$ cat src/rtl/multicycle_ctrl.sv
// ============================================================================
// multicycle_ctrl
// ----------------------------------------------------------------------------
// Main control FSM for a multi-cycle MIPS core. Steps each instruction through
// fetch (IF), decode (ID), execute (EX), memory (MEM) and write-back (WB) over
// a shared register-file/ALU/memory datapath. An exception state (XC) takes
// sticky interrupts and illegal opcodes into the kernel vector and saves the
// return address to $26.
//
// All outputs are combinational from the current state and the inputs.
//
// Ports
//   clk          in   1  system clock
//   reset        in   1  synchronous, active-high reset
//   Opcode       in   6  instruction[31:26] from IR, stable from ID to the end
//                        of the instruction
//   Funct        in   6  instruction[5:0] from IR
//   BranchTaken  in   1  ALU branch-condition result, valid in EX
//   MemReady     in   1  memory completes the current access this cycle
//   IRQ          in   1  level interrupt request
//   Kernel       in   1  PC[31]; high masks IRQ
//   PCWr         out  1  PC write strobe
//   PCSrc        out  3  next-PC select (PC+4, ConBA, JT, DataBusA, ILLOP, XADR)
//   IRWr         out  1  instruction-register load strobe
//   RegWr        out  1  register-file write strobe
//   RegDst       out  2  destination select (Rd, Rt, $31, $26)
//   MemToReg     out  2  write-data select (ALU, memory, PC)
//   MemRd        out  1  memory read request
//   MemWr        out  1  memory write request
//   State        out  3  current state, for debug
//   Retire       out  1  one-cycle pulse when an instruction completes
// ============================================================================
module multicycle_ctrl (
   input  logic       clk,
   input  logic       reset,
   input  logic [5:0] Opcode,
   input  logic [5:0] Funct,
   input  logic       BranchTaken,
   input  logic       MemReady,
   input  logic       IRQ,
   input  logic       Kernel,
   output logic       PCWr,
   output logic [2:0] PCSrc,
   output logic       IRWr,
   output logic       RegWr,
   output logic [1:0] RegDst,
   output logic [1:0] MemToReg,
   output logic       MemRd,
   output logic       MemWr,
   output logic [2:0] State,
   output logic       Retire
);

   // ------------------------------------------------------------------------
   // Encodings
   // ------------------------------------------------------------------------
   typedef enum logic [2:0] {
      S_IF  = 3'd0,
      S_ID  = 3'd1,
      S_EX  = 3'd2,
      S_MEM = 3'd3,
      S_WB  = 3'd4,
      S_XC  = 3'd5
   } state_t;

   typedef enum logic [3:0] {
      C_R,
      C_JR,
      C_JALR,
      C_J,
      C_JAL,
      C_BR,
      C_IMM,
      C_LW,
      C_SW,
      C_ILL
   } iclass_t;

   localparam logic [2:0] PC_PLUS4 = 3'b000;
   localparam logic [2:0] PC_CONBA = 3'b001;
   localparam logic [2:0] PC_JT    = 3'b010;
   localparam logic [2:0] PC_BUSA  = 3'b011;
   localparam logic [2:0] PC_ILLOP = 3'b100;
   localparam logic [2:0] PC_XADR  = 3'b101;

   localparam logic [1:0] DST_RD = 2'b00;
   localparam logic [1:0] DST_RT = 2'b01;
   localparam logic [1:0] DST_RA = 2'b10;
   localparam logic [1:0] DST_K0 = 2'b11;

   localparam logic [1:0] WD_ALU = 2'b00;
   localparam logic [1:0] WD_MEM = 2'b01;
   localparam logic [1:0] WD_PC  = 2'b10;

   // ------------------------------------------------------------------------
   // State
   // ------------------------------------------------------------------------
   state_t  state_reg;
   state_t  state_next;
   logic    irq_pend_reg;
   // Remembers why we entered XC: 1 = interrupt, 0 = illegal opcode.
   logic    cause_irq_reg;

   iclass_t iclass;
   logic    irq_take;
   logic    irq_clear;

   // ------------------------------------------------------------------------
   // Instruction decode (pure function of the IR fields)
   // ------------------------------------------------------------------------
   always_comb begin
      iclass = C_ILL;
      if (Opcode == 6'h00) begin
         if (Funct == 6'h08)
            iclass = C_JR;
         else if (Funct == 6'h09)
            iclass = C_JALR;
         else
            iclass = C_R;
      end else if (Opcode == 6'h02) begin
         iclass = C_J;
      end else if (Opcode == 6'h03) begin
         iclass = C_JAL;
      end else if (Opcode[5:2] == 4'b0001) begin   // 04..07
         iclass = C_BR;
      end else if (Opcode[5:3] == 3'b001) begin    // 08..0F
         iclass = C_IMM;
      end else if (Opcode == 6'h23) begin
         iclass = C_LW;
      end else if (Opcode == 6'h2B) begin
         iclass = C_SW;
      end
   end

   // An interrupt is only taken at a decode boundary and only from user mode.
   assign irq_take  = irq_pend_reg & ~Kernel;
   // XC always lasts one cycle, so being in XC for an IRQ means leaving it now.
   assign irq_clear = (state_reg == S_XC) & cause_irq_reg;

   // ------------------------------------------------------------------------
   // Sequential state
   // ------------------------------------------------------------------------
   always_ff @(posedge clk) begin
      if (reset) begin
         state_reg <= S_IF;
      end else begin
         state_reg <= state_next;
      end
   end

   // Sticky interrupt request. Clear has priority over a coincident set; a
   // still-asserted IRQ is simply picked up again on the following edge.
   always_ff @(posedge clk) begin
      if (reset) begin
         irq_pend_reg <= 1'b0;
      end else if (irq_clear) begin
         irq_pend_reg <= 1'b0;
      end else if (IRQ && !Kernel) begin
         irq_pend_reg <= 1'b1;
      end
   end

   // Cause is captured on every ID cycle; it is only consumed in XC, which is
   // reachable solely from ID.
   always_ff @(posedge clk) begin
      if (reset) begin
         cause_irq_reg <= 1'b0;
      end else if (state_reg == S_ID) begin
         cause_irq_reg <= irq_take;
      end
   end

   // ------------------------------------------------------------------------
   // Next state and outputs
   // ------------------------------------------------------------------------
   always_comb begin
      state_next = state_reg;
      PCWr       = 1'b0;
      PCSrc      = PC_PLUS4;
      IRWr       = 1'b0;
      RegWr      = 1'b0;
      RegDst     = DST_RD;
      MemToReg   = WD_ALU;
      MemRd      = 1'b0;
      MemWr      = 1'b0;
      Retire     = 1'b0;

      case (state_reg)
         S_IF: begin
            MemRd = 1'b1;
            if (MemReady) begin
               IRWr       = 1'b1;
               PCWr       = 1'b1;
               PCSrc      = PC_PLUS4;
               state_next = S_ID;
            end
         end

         S_ID: begin
            if (irq_take) begin
               state_next = S_XC;
            end else if (iclass == C_ILL) begin
               state_next = S_XC;
            end else if (iclass == C_J) begin
               // Plain jump needs no ALU work, so it finishes in decode.
               PCWr       = 1'b1;
               PCSrc      = PC_JT;
               Retire     = 1'b1;
               state_next = S_IF;
            end else begin
               state_next = S_EX;
            end
         end

         S_EX: begin
            case (iclass)
               C_BR: begin
                  PCWr       = BranchTaken;
                  PCSrc      = PC_CONBA;
                  Retire     = 1'b1;
                  state_next = S_IF;
               end
               C_JR: begin
                  PCWr       = 1'b1;
                  PCSrc      = PC_BUSA;
                  Retire     = 1'b1;
                  state_next = S_IF;
               end
               C_JAL: begin
                  RegWr      = 1'b1;
                  RegDst     = DST_RA;
                  MemToReg   = WD_PC;
                  PCWr       = 1'b1;
                  PCSrc      = PC_JT;
                  Retire     = 1'b1;
                  state_next = S_IF;
               end
               C_JALR: begin
                  RegWr      = 1'b1;
                  RegDst     = DST_RD;
                  MemToReg   = WD_PC;
                  PCWr       = 1'b1;
                  PCSrc      = PC_BUSA;
                  Retire     = 1'b1;
                  state_next = S_IF;
               end
               C_LW, C_SW: begin
                  state_next = S_MEM;
               end
               C_R, C_IMM: begin
                  state_next = S_WB;
               end
               default: begin
                  // J and ILL never reach EX; recover to fetch quietly.
                  state_next = S_IF;
               end
            endcase
         end

         S_MEM: begin
            if (iclass == C_LW) begin
               MemRd = 1'b1;
               if (MemReady) begin
                  state_next = S_WB;
               end
            end else if (iclass == C_SW) begin
               MemWr = 1'b1;
               if (MemReady) begin
                  Retire     = 1'b1;
                  state_next = S_IF;
               end
            end else begin
               state_next = S_IF;
            end
         end

         S_WB: begin
            RegWr      = 1'b1;
            Retire     = 1'b1;
            state_next = S_IF;
            case (iclass)
               C_IMM: begin
                  RegDst   = DST_RT;
                  MemToReg = WD_ALU;
               end
               C_LW: begin
                  RegDst   = DST_RT;
                  MemToReg = WD_MEM;
               end
               default: begin
                  RegDst   = DST_RD;
                  MemToReg = WD_ALU;
               end
            endcase
         end

         S_XC: begin
            // PC was already incremented in IF, so PC is the return address.
            RegWr      = 1'b1;
            RegDst     = DST_K0;
            MemToReg   = WD_PC;
            PCWr       = 1'b1;
            PCSrc      = cause_irq_reg ? PC_ILLOP : PC_XADR;
            state_next = S_IF;
         end

         default: begin
            state_next = S_IF;
         end
      endcase

      // Reset silences every strobe, including one from an abandoned access.
      if (reset) begin
         state_next = S_IF;
         PCWr       = 1'b0;
         PCSrc      = PC_PLUS4;
         IRWr       = 1'b0;
         RegWr      = 1'b0;
         RegDst     = DST_RD;
         MemToReg   = WD_ALU;
         MemRd      = 1'b0;
         MemWr      = 1'b0;
         Retire     = 1'b0;
      end
   end

   assign State = reset ? 3'd0 : state_reg;

endmodule

$ cat config.mk
export PLATFORM = sky130hd
export DESIGN_NAME = multicycle_ctrl
export DESIGN_NICKNAME = d
export VERILOG_FILES = /design/src/rtl/multicycle_ctrl.sv
export SDC_FILE = /design/constraint.sdc
export NUM_CORES = 1
export LEC_CHECK = 0
export ABC_AREA = 1
export BUFFER_PORTS_ARGS = -buffer_cell sky130_fd_sc_hd__buf_2
export CAP_MARGIN = 10
export CORE_MARGIN = 2
export CORE_UTILIZATION = 41
export CTS_CLUSTER_DIAMETER = 60
export DETAILED_ROUTE_END_ITERATION = 8
export PLACE_DENSITY_LB_ADDON = 0.08
export SYNTH_ARGS = -nofsm -noshare
export SYNTH_HDL_FRONTEND = slang
export SYNTH_SLANG_ARGS = --single-unit
$ cat constraint.sdc
create_clock -name clk -period 1.33 [get_ports clk]
set_clock_uncertainty 0.1 [all_clocks]
set_input_delay 0.133 -clock clk [delete_from_list [all_inputs] [get_ports clk]]
set_output_delay 0.133 -clock clk [all_outputs]
set_load 0.05 [all_outputs]
==> run_results.csv, run 1 <==
group,metric,value,unit
cts,root_buffer,"clkbuf_4",
synthesis,syn_nets,159,
floorplanning,rows,15,
outcome,haltStage,"global routing",
synthesis,ys_warn_count,0,
cts,cts.path.max_buffers,2,
cts,htreeDepth,1,
cts,hold_buffers,0,
outcome,status,"did not finish",
cts,cts_inserted_buffers,3,
placement,post-place-ws,-0.4719,ns
global_route,grt_max_degree,13,
placement,gp_congestion,0.8435,
outcome,error,"[ERROR DPL-0038] Utilization greater than 100%, impossible to legalize",
floorplanning,initial_core_util,0.4296,
placement,io_buffers,33,
floorplanning,fp.dieH,46.07,um
synthesis,ys_ff_latch,5,
floorplanning,io_pins,34,
synthesis,synth_cell_types,20,
timing,worstEndpointType,"output port",
floorplanning,die_w,46.07,um
placement,hpwl,2016,um
synthesis,syn_area_per_cell,5.147,um2
synthesis,synth_area,725.7,um2
cts,cts_sinks,5,
synthesis,ys_seq_area_frac,0.1379,
synthesis,synthCells,141,
timing,worst_endpoint,"PCWr",
synthesized netlist by cell type:
library cell	n	area share
o21ai_1	3	0.021
nand2_1	30	0.16
nand4_1	3	0.026
a31oi_1	1	0.0086
nand3_1	18	0.12
a21oi_1	12	0.083
nor2_1	22	0.11
o211a_1	1	0.014
inv_2	1	0.0052
clkbuf_1	2	0.010
nor2b_2	1	0.012
nand3_2	1	0.014
inv_1	29	0.15
dfxtp_1	5	0.14
a311oi_1	1	0.012
nor2_2	1	0.0086
nor3_1	3	0.021
a211oi_1	3	0.031
o21ai_0	1	0.0069
nor2_4	3	0.047
cells by family after synthesis:
kind of cell	Yosys count	share of synthesized area
buffers and inverters	32	0.1655
DFF	5	0.1379
AOI/OAI and AO/OA	22	0.1759
and+or+nand+nor	82	0.5207
through the flow:
stage	hold WS [ns]	area, um2	std cells
after floorplan	0.2021	917.1	141
after CTS	0.1027	1653	229
after global placement	0.3265	1314	218
after detailed placement	0.3362	1314	218
what timing repair did:
action | in CTS
setup endpoints to repair | 18
pin swaps | 24
buffers inserted | 7
resized for setup | 80
==> run 2: changes to the inputs <==
CORE_AREA = 2 2 63 65   (was not set)
CORE_MARGIN = not set   (was 2)
CORE_UTILIZATION = not set   (was 41)
CTS_CLUSTER_DIAMETER = not set   (was 60)
DIE_AREA = 0 0 65 67   (was not set)
PLACE_DENSITY_LB_ADDON = 0.15   (was 0.08)
clock period = 1.7 ns   (was 1.33 ns; I/O delays follow)
==> run_results.csv, run 2 <==
group,metric,value,unit
pwr,switching_share,0.4737,
cts,cts.path.max_buffers,2,
floorplanning,rows,22,
synthesis,syn_area_per_cell,5.147,um2
pwr,combPwrFrac,0.669,
critical_path,crit_type,"register to primary output",
floorplanning,fp.dieH,67,um
global_route,grt_max_degree,12,
critical_path,crit_family,"buffers and inverters",
cts,cts_sinks,5,
critical_path,crit_buf_inv,4,
critical_path,critPathLaunchType,"register",
synthesis,synth_enable_flop_cells,0,
synthesis,ys_warn_count,0,
critical_path,crit_path_end_kind,"primary output",
synthesis,yosysTopAreaCellShare,0.1552,
timing,worst_pin_slew,0.3114,ns
timing,hold_violations,0,
floorplanning,io_pins,34,
cts,htreeDepth,1,
final_layout,stdcell_count,261,
critical_path,cpPeakStageDelay,0.36,ns
final_layout,final_cell_mix,"buf_4 (34), nand2_1 (22), inv_1 (21), buf_6 (17), buf_2 (16)",
placement,io_buffers,33,
final_layout,final_common_cell,"buf_4",
cts,clock_latency,0.22,ns
detailed_routing,final_antenna_net_count,0,
timing,fmax,0.5606,GHz
synthesis,synthArstFlopShare,0,
cts,cts_inserted_buffers,3,
synthesis,synth_area_leader_cell,"nand2_1",
critical_path,cp.required,1.43,ns
placement,dp_cells,250,
placement,gp_congestion,0.7815,
critical_path,arrival,1.51,ns
pwr,clkPwrFrac,0.172,
synthesis,synth_cell_types,20,
pwr,p_int,665.9,uW
cts,cts_tree,"yes",
worst_hold_path,hold_class,"input port to register",
synthesis,synthTopCellsByCount,"nand2_1 (30), inv_1 (29), nor2_1 (22)",
pwr,p_sw,599.3,uW
synthesis,ys_ff_latch,5,
detailed_routing,via_count,1135,
floorplanning,core_area,3606,um2
pwr,vdd_drop_max,0.4032,mV
final_layout,largest_reg_flops,3,
global_route,grt.total_usage,0.1321,
critical_path,crit_chain,"nor2_2 -> inv_1 -> nor2_1 -> buf_4 -> inv_2 -> nor2_4 -> a211oi_2 -> a21oi_2 -> buf_6",
detailed_routing,via_per_inst,4.349,
pwr,leakagePower,0.7989,nW
critical_path,cp_max_fo,5,
final_layout,drive_gt1_frac,0.6197,
pwr,p_total,1.265,mW
detailed_routing,drt_iter0_markers,24,
pwr,power_density,779.6,nW/um2
synthesis,ys_top_cells_by_area,"nand2_1 (16%), inv_1 (15%), dfxtp_1 (14%)",
timing,slew_headroom,0.7924,
floorplanning,die_area,4355,um2
worst_hold_path,min_from,"IRQ",
floorplanning,initial_core_util,0.2012,
global_route,grt_pass1_vias,1090,
pwr,p_seq_frac,0.159,
timing,rsz0062_at_grt,"yes",
detailed_routing,drt-pass1-iter-count,4,
timing,slew_violations,0,
critical_path,startpoint,"state_reg[0]",
critical_path,slowest_stage,"dfxtp_4",
global_route,antenna_found_initial,0,
global_route,grt_overflow,0,
timing,period_minus_slack,1.784,ns
timing,worst_slack,-0.08390,ns
cts,path_clk_slew,0.04,ns
floorplanning,die_w,65,um
final_layout,final_nets,232,
final_layout,fin_area,1623,um2
outcome,violations,"negative setup slack",
global_route,grt_pass1_wl,4519,um
synthesis,synth_area,725.7,um2
final_layout,final.fill_count,394,
detailed_routing,drc_errors,0,
timing,setup_viol,8,
final_layout,syn2layout_area_growth,123.6,%
critical_path,r2r-start,"state_reg[1]",
timing,post-route-period-util,1.049,
synthesis,syn_nets,159,
synthesis,ys_seq_area_frac,0.1379,
placement,place_area,1225,um2
outcome,status,"finished with violations",
timing,tns,-0.4262,ns
placement,hpwl,2177,um
detailed_routing,wl,2780,um
final_layout,antenna_cells,0,
synthesis,ys.flop_type,"dfxtp_1",
cts,hold_buffers,0,
detailed_routing,post_drt_wl_per_cell,10.65,um
synthesis,yosysMostFrequentCell,"nand2_1",
cts,root_buffer,"clkbuf_8",
synthesis,synthCells,141,
job,max-cap-violations,0,
[run 2: cell counts after synthesis]
Identical to the previous run, type by type.
[run 2: layout make-up]
cell class | instances | area, um2 | area share
Multi-Input combinational cell | 104 | 714.4 | 0.4402
Timing Repair Buffer | 70 | 571.8 | 0.3524
Inverter | 30 | 122.6 | 0.07556
Sequential cell | 5 | 108.9 | 0.06708
Tap cell | 48 | 60.06 | 0.03701
Clock buffer | 4 | 45.04 | 0.02776
[run 2: what timing repair did]
action | in CTS | in global routing
endpoints found under the hold margin | 0 | 0
cloned | 0 | 0
resized for setup | 67 | 31
setup buffers | 4 | 4
endpoints found under the setup margin | 16 | 15
pin swaps | 16 | 19
[run 2: per-stage QoR]
step                      setup slack [ns]  hold WS (ns)  utilization
after floorplan                    -0.2650        0.2466            -
after global placement             -0.1966        0.3323       0.3397
after detailed placement           -0.2205        0.3472       0.3397
after CTS                         -0.09620        0.1829       0.4167
after global routing               -0.1787        0.2067       0.4500
final                             -0.08390        0.1809       0.4500
[run 2: final timing paths]
path,end,slack [ns],cells past startpoint
setup reg to reg,state_reg[0],0.10,8
setup / recovery,PCWr,-0.08,9
hold / removal,irq_pend_reg,0.18,3
hold reg to reg,irq_pend_reg,0.35,1
[run 2: cell families (layout without fill, tap and decap cells)]
family,after synthesis,after routing,share of synthesized area
flops,5,5,0.1379
compound gates,22,22,0.1759
simple gates,82,82,0.5207
buf+inv,32,104,0.1655
[run 2: routing by layer]
metal  track usage  share of wire
met1        0.1573           0.43
met2        0.2410           0.52
met3       0.03716          0.044
met4       0.01596              0
met5             0              0
[run 2: worst min-delay path, stage by stage]
cell	delay, ns
buf_2	0.09
a21oi_1	0.13
a211oi_1	0.05
[run 2: power by group through the flow]
stage | clock (mW) | combinational, mW | sequential [mW]
floorplan | 0 | 0.409 | 0.171
CTS | 0.221 | 0.795 | 0.194
finish | 0.218 | 0.846 | 0.201
detailed placement | 0 | 0.658 | 0.178
global placement | 0 | 0.656 | 0.176
global route | 0.236 | 0.926 | 0.204
(Power assumes the default switching activity.)
==> run 3: changes to the inputs <==
RECOVER_POWER = 100   (was not set)
==> run_results.csv, run 3 (synthesis results as in run 2) <==
group,metric,value,unit
outcome,status,"finished with violations",
outcome,violations,"negative setup slack",
critical_path,startpoint,"state_reg[0]",
detailed_routing,final_antenna_net_count,0,
pwr,leakagePower,0.7878,nW
final_layout,drive_gt1_frac,0.6103,
floorplanning,io_pins,34,
timing,fmax,0.5605,GHz
detailed_routing,drc_errors,0,
global_route,grt_pass1_vias,1090,
floorplanning,core_area,3606,um2
pwr,power_density,779.3,nW/um2
worst_hold_path,hold_class,"input port to register",
cts,hold_buffers,0,
detailed_routing,post_drt_wl_per_cell,10.64,um
pwr,p_total,1.255,mW
final_layout,final_common_cell,"buf_4",
critical_path,arrival,1.51,ns
final_layout,final_core_util,0.4466,
placement,dp_cells,250,
final_layout,stdcell_count,261,
timing,worst_slack,-0.08408,ns
final_layout,final_cell_mix,"buf_4 (34), nand2_1 (22), inv_1 (21), buf_6 (15)",
timing,tns,-0.4466,ns
critical_path,r2r-start,"state_reg[1]",
final_layout,antenna_cells,0,
critical_path,crit_path_end_kind,"primary output",
detailed_routing,via_count,1136,
floorplanning,die_w,65,um
detailed_routing,wl,2777,um
critical_path,cpPeakStageDelay,0.36,ns
critical_path,crit_chain,"nor2_2 -> inv_1 -> nor2_1 -> buf_4 -> inv_2 -> nor2_4 -> a211oi_2 -> a21oi_2 -> buf_6",
cts,cts_sinks,5,
placement,post-place-ws,-0.2205,ns
timing,post-route-period-util,1.049,
placement,gp_congestion,0.7815,
critical_path,ff2ff_path_depth,8,
timing,hold_violations,0,
final_layout,syn2layout_area_growth,121.9,%
global_route,grt.total_usage,0.1321,
timing,period_minus_slack,1.784,ns
worst_hold_path,hold_depth,3,
detailed_routing,drt-pass1-iter-count,4,
cts,cts_inserted_buffers,3,
timing,worst_pin_slew,0.5889,ns
placement,hpwl,2177,um
job,max-cap-violations,0,
global_route,antenna_found_initial,0,
timing,setup_viol,8,
global_route,grt_max_degree,12,
pwr,vdd_drop_max,0.4036,mV
critical_path,cp_max_fo,5,
floorplanning,initial_core_util,0.2012,
critical_path,slowest_stage,"dfxtp_4",
final_layout,largest_reg_flops,3,
detailed_routing,via_per_inst,4.352,
detailed_routing,drt_iter0_markers,18,
global_route,grt_pass1_wl,4519,um
timing,slew_violations,0,
critical_path,cp.required,1.43,ns
placement,io_buffers,33,
cts,cts.path.max_buffers,2,
critical_path,rr_endpoint,"state_reg[0]",
cts,clock_latency,0.22,ns
cts,htreeDepth,1,
global_route,grt_overflow,0,
critical_path,rrSetupSlack,0.08,ns
cts,root_buffer,"clkbuf_8",
final_layout,final_nets,232,
critical_path,critPathLaunchType,"register",
cts,cts_tree,"yes",
timing,slew_headroom,0.6091,
critical_path,crit_type,"register to primary output",
critical_path,endpoint,"PCWr",
timing,rsz0062_at_grt,"yes",
floorplanning,die_area,4355,um2
floorplanning,fp.dieH,67,um
floorplanning,rows,22,
cts,path_clk_slew,0.04,ns
==> run 3: changes by cell type in the layout (fill, tap and decap cells not counted) <==
cell / delta
buf_6: -2
buf_2: -3
clkbuf_1: +2
clkbuf_4: +1
clkbuf_2: +2
==> run 3: timing repair <==
item / CTS / global route
setup endpoints to repair: 16 / 15
buffers inserted: 4 / 4
resized for setup: 67 / 31
pin swaps: 16 / 19
==> run 3: worst max-delay path, delay by kind of cell (launching register included) <==
family                 cells  cell delay (ns)
AO/OA/AOI/OAI              2             0.22
flip-flops                 1             0.36
AND/OR/NAND/NOR            3             0.29
buffers and inverters      4             0.43
==> run 3: metal layers <==
layer | vias to the layer above | part of all wire | GRT usage
met1 | 517 | 0.43 | 0.1573
met3 | 0 | 0.047 | 0.03716
met4 | 0 | 0 | 0.01596
li1 | 595 | - | -
met2 | 24 | 0.52 | 0.2410
met5 | - | 0 | 0
==> run 3: layout make-up <==
type	instances	area [um2]
Multi-Input combinational cell	104	714.4
Sequential cell	5	108.9
Inverter	30	122.6
Timing Repair Buffer	70	559.3
Tap cell	48	60.06
Clock buffer	4	45.04
Fill cell	397	1996
==> run 3: metrics by stage <==
| step | hold slack (ns) | cell area, um2 |
|---|---|---|
| after floorplan | 0.2466 | 782.0 |
| after global placement | 0.3323 | 1225 |
| after detailed placement | 0.3472 | 1225 |
| after CTS | 0.1829 | 1503 |
| after global routing | 0.2067 | 1610 |
| final | 0.1807 | 1610 |
==> run 3: worst min-delay path by stage <==
stage                  startpoint      endpoint  slack, ns
floorplan                MemReady  state_reg[0]       0.25
detailed placement  cause_irq_reg  irq_pend_reg       0.35
CTS                      MemReady  state_reg[0]       0.18
global placement    cause_irq_reg  irq_pend_reg       0.33
global route                  IRQ  irq_pend_reg       0.21
finish                        IRQ  irq_pend_reg       0.18
==> run 3: where the power goes <==
| group | switching, mW | internal (mW) |
|---|---|---|
| logic | 0.500 | 0.336 |
| clock network | 0.0570 | 0.161 |
| registers | 0.0427 | 0.158 |
| total | 0.599 | 0.656 |
==> run 4: changes to the inputs <==
clock period = 2 ns   (was 1.7 ns; I/O delays follow)
==> run_results.csv, run 4 (synthesis results as in run 2) <==
group,metric,value,unit
pwr,vdd_drop_max,0.2033,mV
pwr,switching_share,0.4920,
critical_path,critPathLaunchType,"register",
final_layout,drive_gt1_frac,0.3169,
critical_path,cpMostUsedCell,"inv_1",
pwr,p_int,413.0,uW
timing,period_minus_slack,1.881,ns
cts,cts_sinks,5,
timing,slew_violations,0,
global_route,antenna_found_initial,0,
final_layout,regArea,100.1,um2
floorplanning,initial_core_util,0.2012,
floorplanning,io_pins,34,
final_layout,antenna_cells,0,
critical_path,cp.required,1.70,ns
detailed_routing,drt-pass1-iter-count,4,
detailed_routing,post_drt_wl_per_cell,9.840,um
timing,post-route-period-util,0.9406,
worst_hold_path,hold_class,"input port to register",
cts,hold_buffers,0,
placement,hpwl,2018,um
placement,gp_congestion,0.7533,
timing,hold_violations,0,
final_layout,fin_area,1092,um2
cts,htreeDepth,1,
cts,cts_inserted_buffers,3,
detailed_routing,wl,2273,um
floorplanning,rows,22,
pwr,p_seq_frac,0.188,
critical_path,arrival,1.58,ns
timing,whs,0.2064,ns
cts,cts_tree,"yes",
final_layout,final_core_util,0.3029,
cts,clock_latency,0.22,ns
final_layout,final_cell_mix,"nand2_1 (30), inv_1 (28), nor2_1 (20), nand3_1 (17), buf_2 (17)",
timing,tns,0,ns
global_route,grt_max_degree,21,
critical_path,crit_path_end_kind,"primary output",
global_route,grt_pass1_vias,963,
detailed_routing,via_count,972,
outcome,status,"complete, no violations",
critical_path,cp_max_fo,5,
global_route,grt.total_usage,0.1135,
timing,setup_viol,0,
final_layout,final_common_cell,"nand2_1",
cts,root_buffer,"clkbuf_8",
final_layout,syn2layout_area_growth,50.52,%
final_layout,final_nets,202,
pwr,p_sw,399.9,uW
cts,path_clk_slew,0.03,ns
pwr,clkPwrFrac,0.222,
pwr,power_density,744.2,nW/um2
final_layout,final.fill_count,435,
pwr,leakagePower,0.5705,nW
final_layout,multi_input_comb_area,545.5,um2
pwr,combPwrFrac,0.589,
detailed_routing,drc_errors,0,
global_route,grt_pass1_wl,3967,um
global_route,grt_overflow,0,
cts,cts.path.max_buffers,2,
timing,worst_pin_slew,0.5952,ns
floorplanning,die_area,4355,um2
critical_path,crit_chain,"inv_1 -> nor2_1 -> inv_1 -> a21oi_1 -> buf_2",
detailed_routing,drt_iter0_markers,23,
cts,postCtsSetupBuffers,0,
floorplanning,fp.dieH,67,um
detailed_routing,final_antenna_net_count,0,
critical_path,cpPeakStageDelay,0.44,ns
critical_path,slowest_stage,"dfxtp_1",
final_layout,largest_reg_flops,3,
detailed_routing,via_per_inst,4.208,
critical_path,crit_type,"register to primary output",
floorplanning,die_w,65,um
placement,io_buffers,33,
job,max-cap-violations,0,
floorplanning,core_area,3606,um2
timing,fmax,0.5316,GHz
placement,place_area,1017,um2
timing,slew_headroom,0.6049,
[run 4: critical path, delay by kind of cell, from the launching register on]
kind / cells / cell delay (ns)
buffers and inverters: 3 / 0.51
flip-flops: 1 / 0.44
AND/OR/NAND/NOR: 1 / 0.26
AO/OA/AOI/OAI: 1 / 0.15
[run 4: layout make-up]
type	instances	area share
clock buffer	4	0.04124
inverter	30	0.1031
multi-input combinational	104	0.4994
sequential	5	0.09164
tap	48	0.05498
timing repair buffer	40	0.2096
[run 4: routing by layer]
metal | routed length, um | GRT usage | share of wire
met1 | 1085 | 0.1449 | 0.48
met2 | 1050 | 0.1997 | 0.46
met3 | 137 | 0.03378 | 0.060
met4 | 0 | 0 | 0
met5 | 0 | 0 | 0
[run 4: worst paths after layout]
| check | from | to | slack (ns) | cells past startpoint |
|---|---|---|---|---|
| hold reg to reg | cause_irq_reg | irq_pend_reg | 0.34 | 1 |
| hold / removal | MemReady | state_reg[0] | 0.21 | 4 |
| setup reg to reg | state_reg[1] | state_reg[0] | 0.40 | 8 |
| setup / recovery | state_reg[2] | RegDst[1] | 0.12 | 5 |
[run 4: what timing repair did]
item / in CTS / in global routing
pin swaps: 0 / 2
resized for setup: 2 / 16
setup endpoints to repair: 1 / 5
[run 4: per-stage QoR]
stage	total power, mW	std cells	worst slack, ns
after floorplan	0.4803	141	-0.02500
after global placement	0.6221	227	0.1029
after detailed placement	0.6214	227	0.08913
after CTS	0.8116	231	0.008408
after global routing	0.8804	231	-0.0001361
final	0.8129	231	0.1189
[run 4: power by group through the flow]
stage / Combinational (mW) / Sequential [mW] / Clock, mW
after floorplan: 0.335 / 0.146 / 0
after global placement: 0.470 / 0.152 / 0
after detailed placement: 0.469 / 0.152 / 0
after CTS: 0.475 / 0.151 / 0.185
after global routing: 0.527 / 0.158 / 0.195
final: 0.479 / 0.153 / 0.181
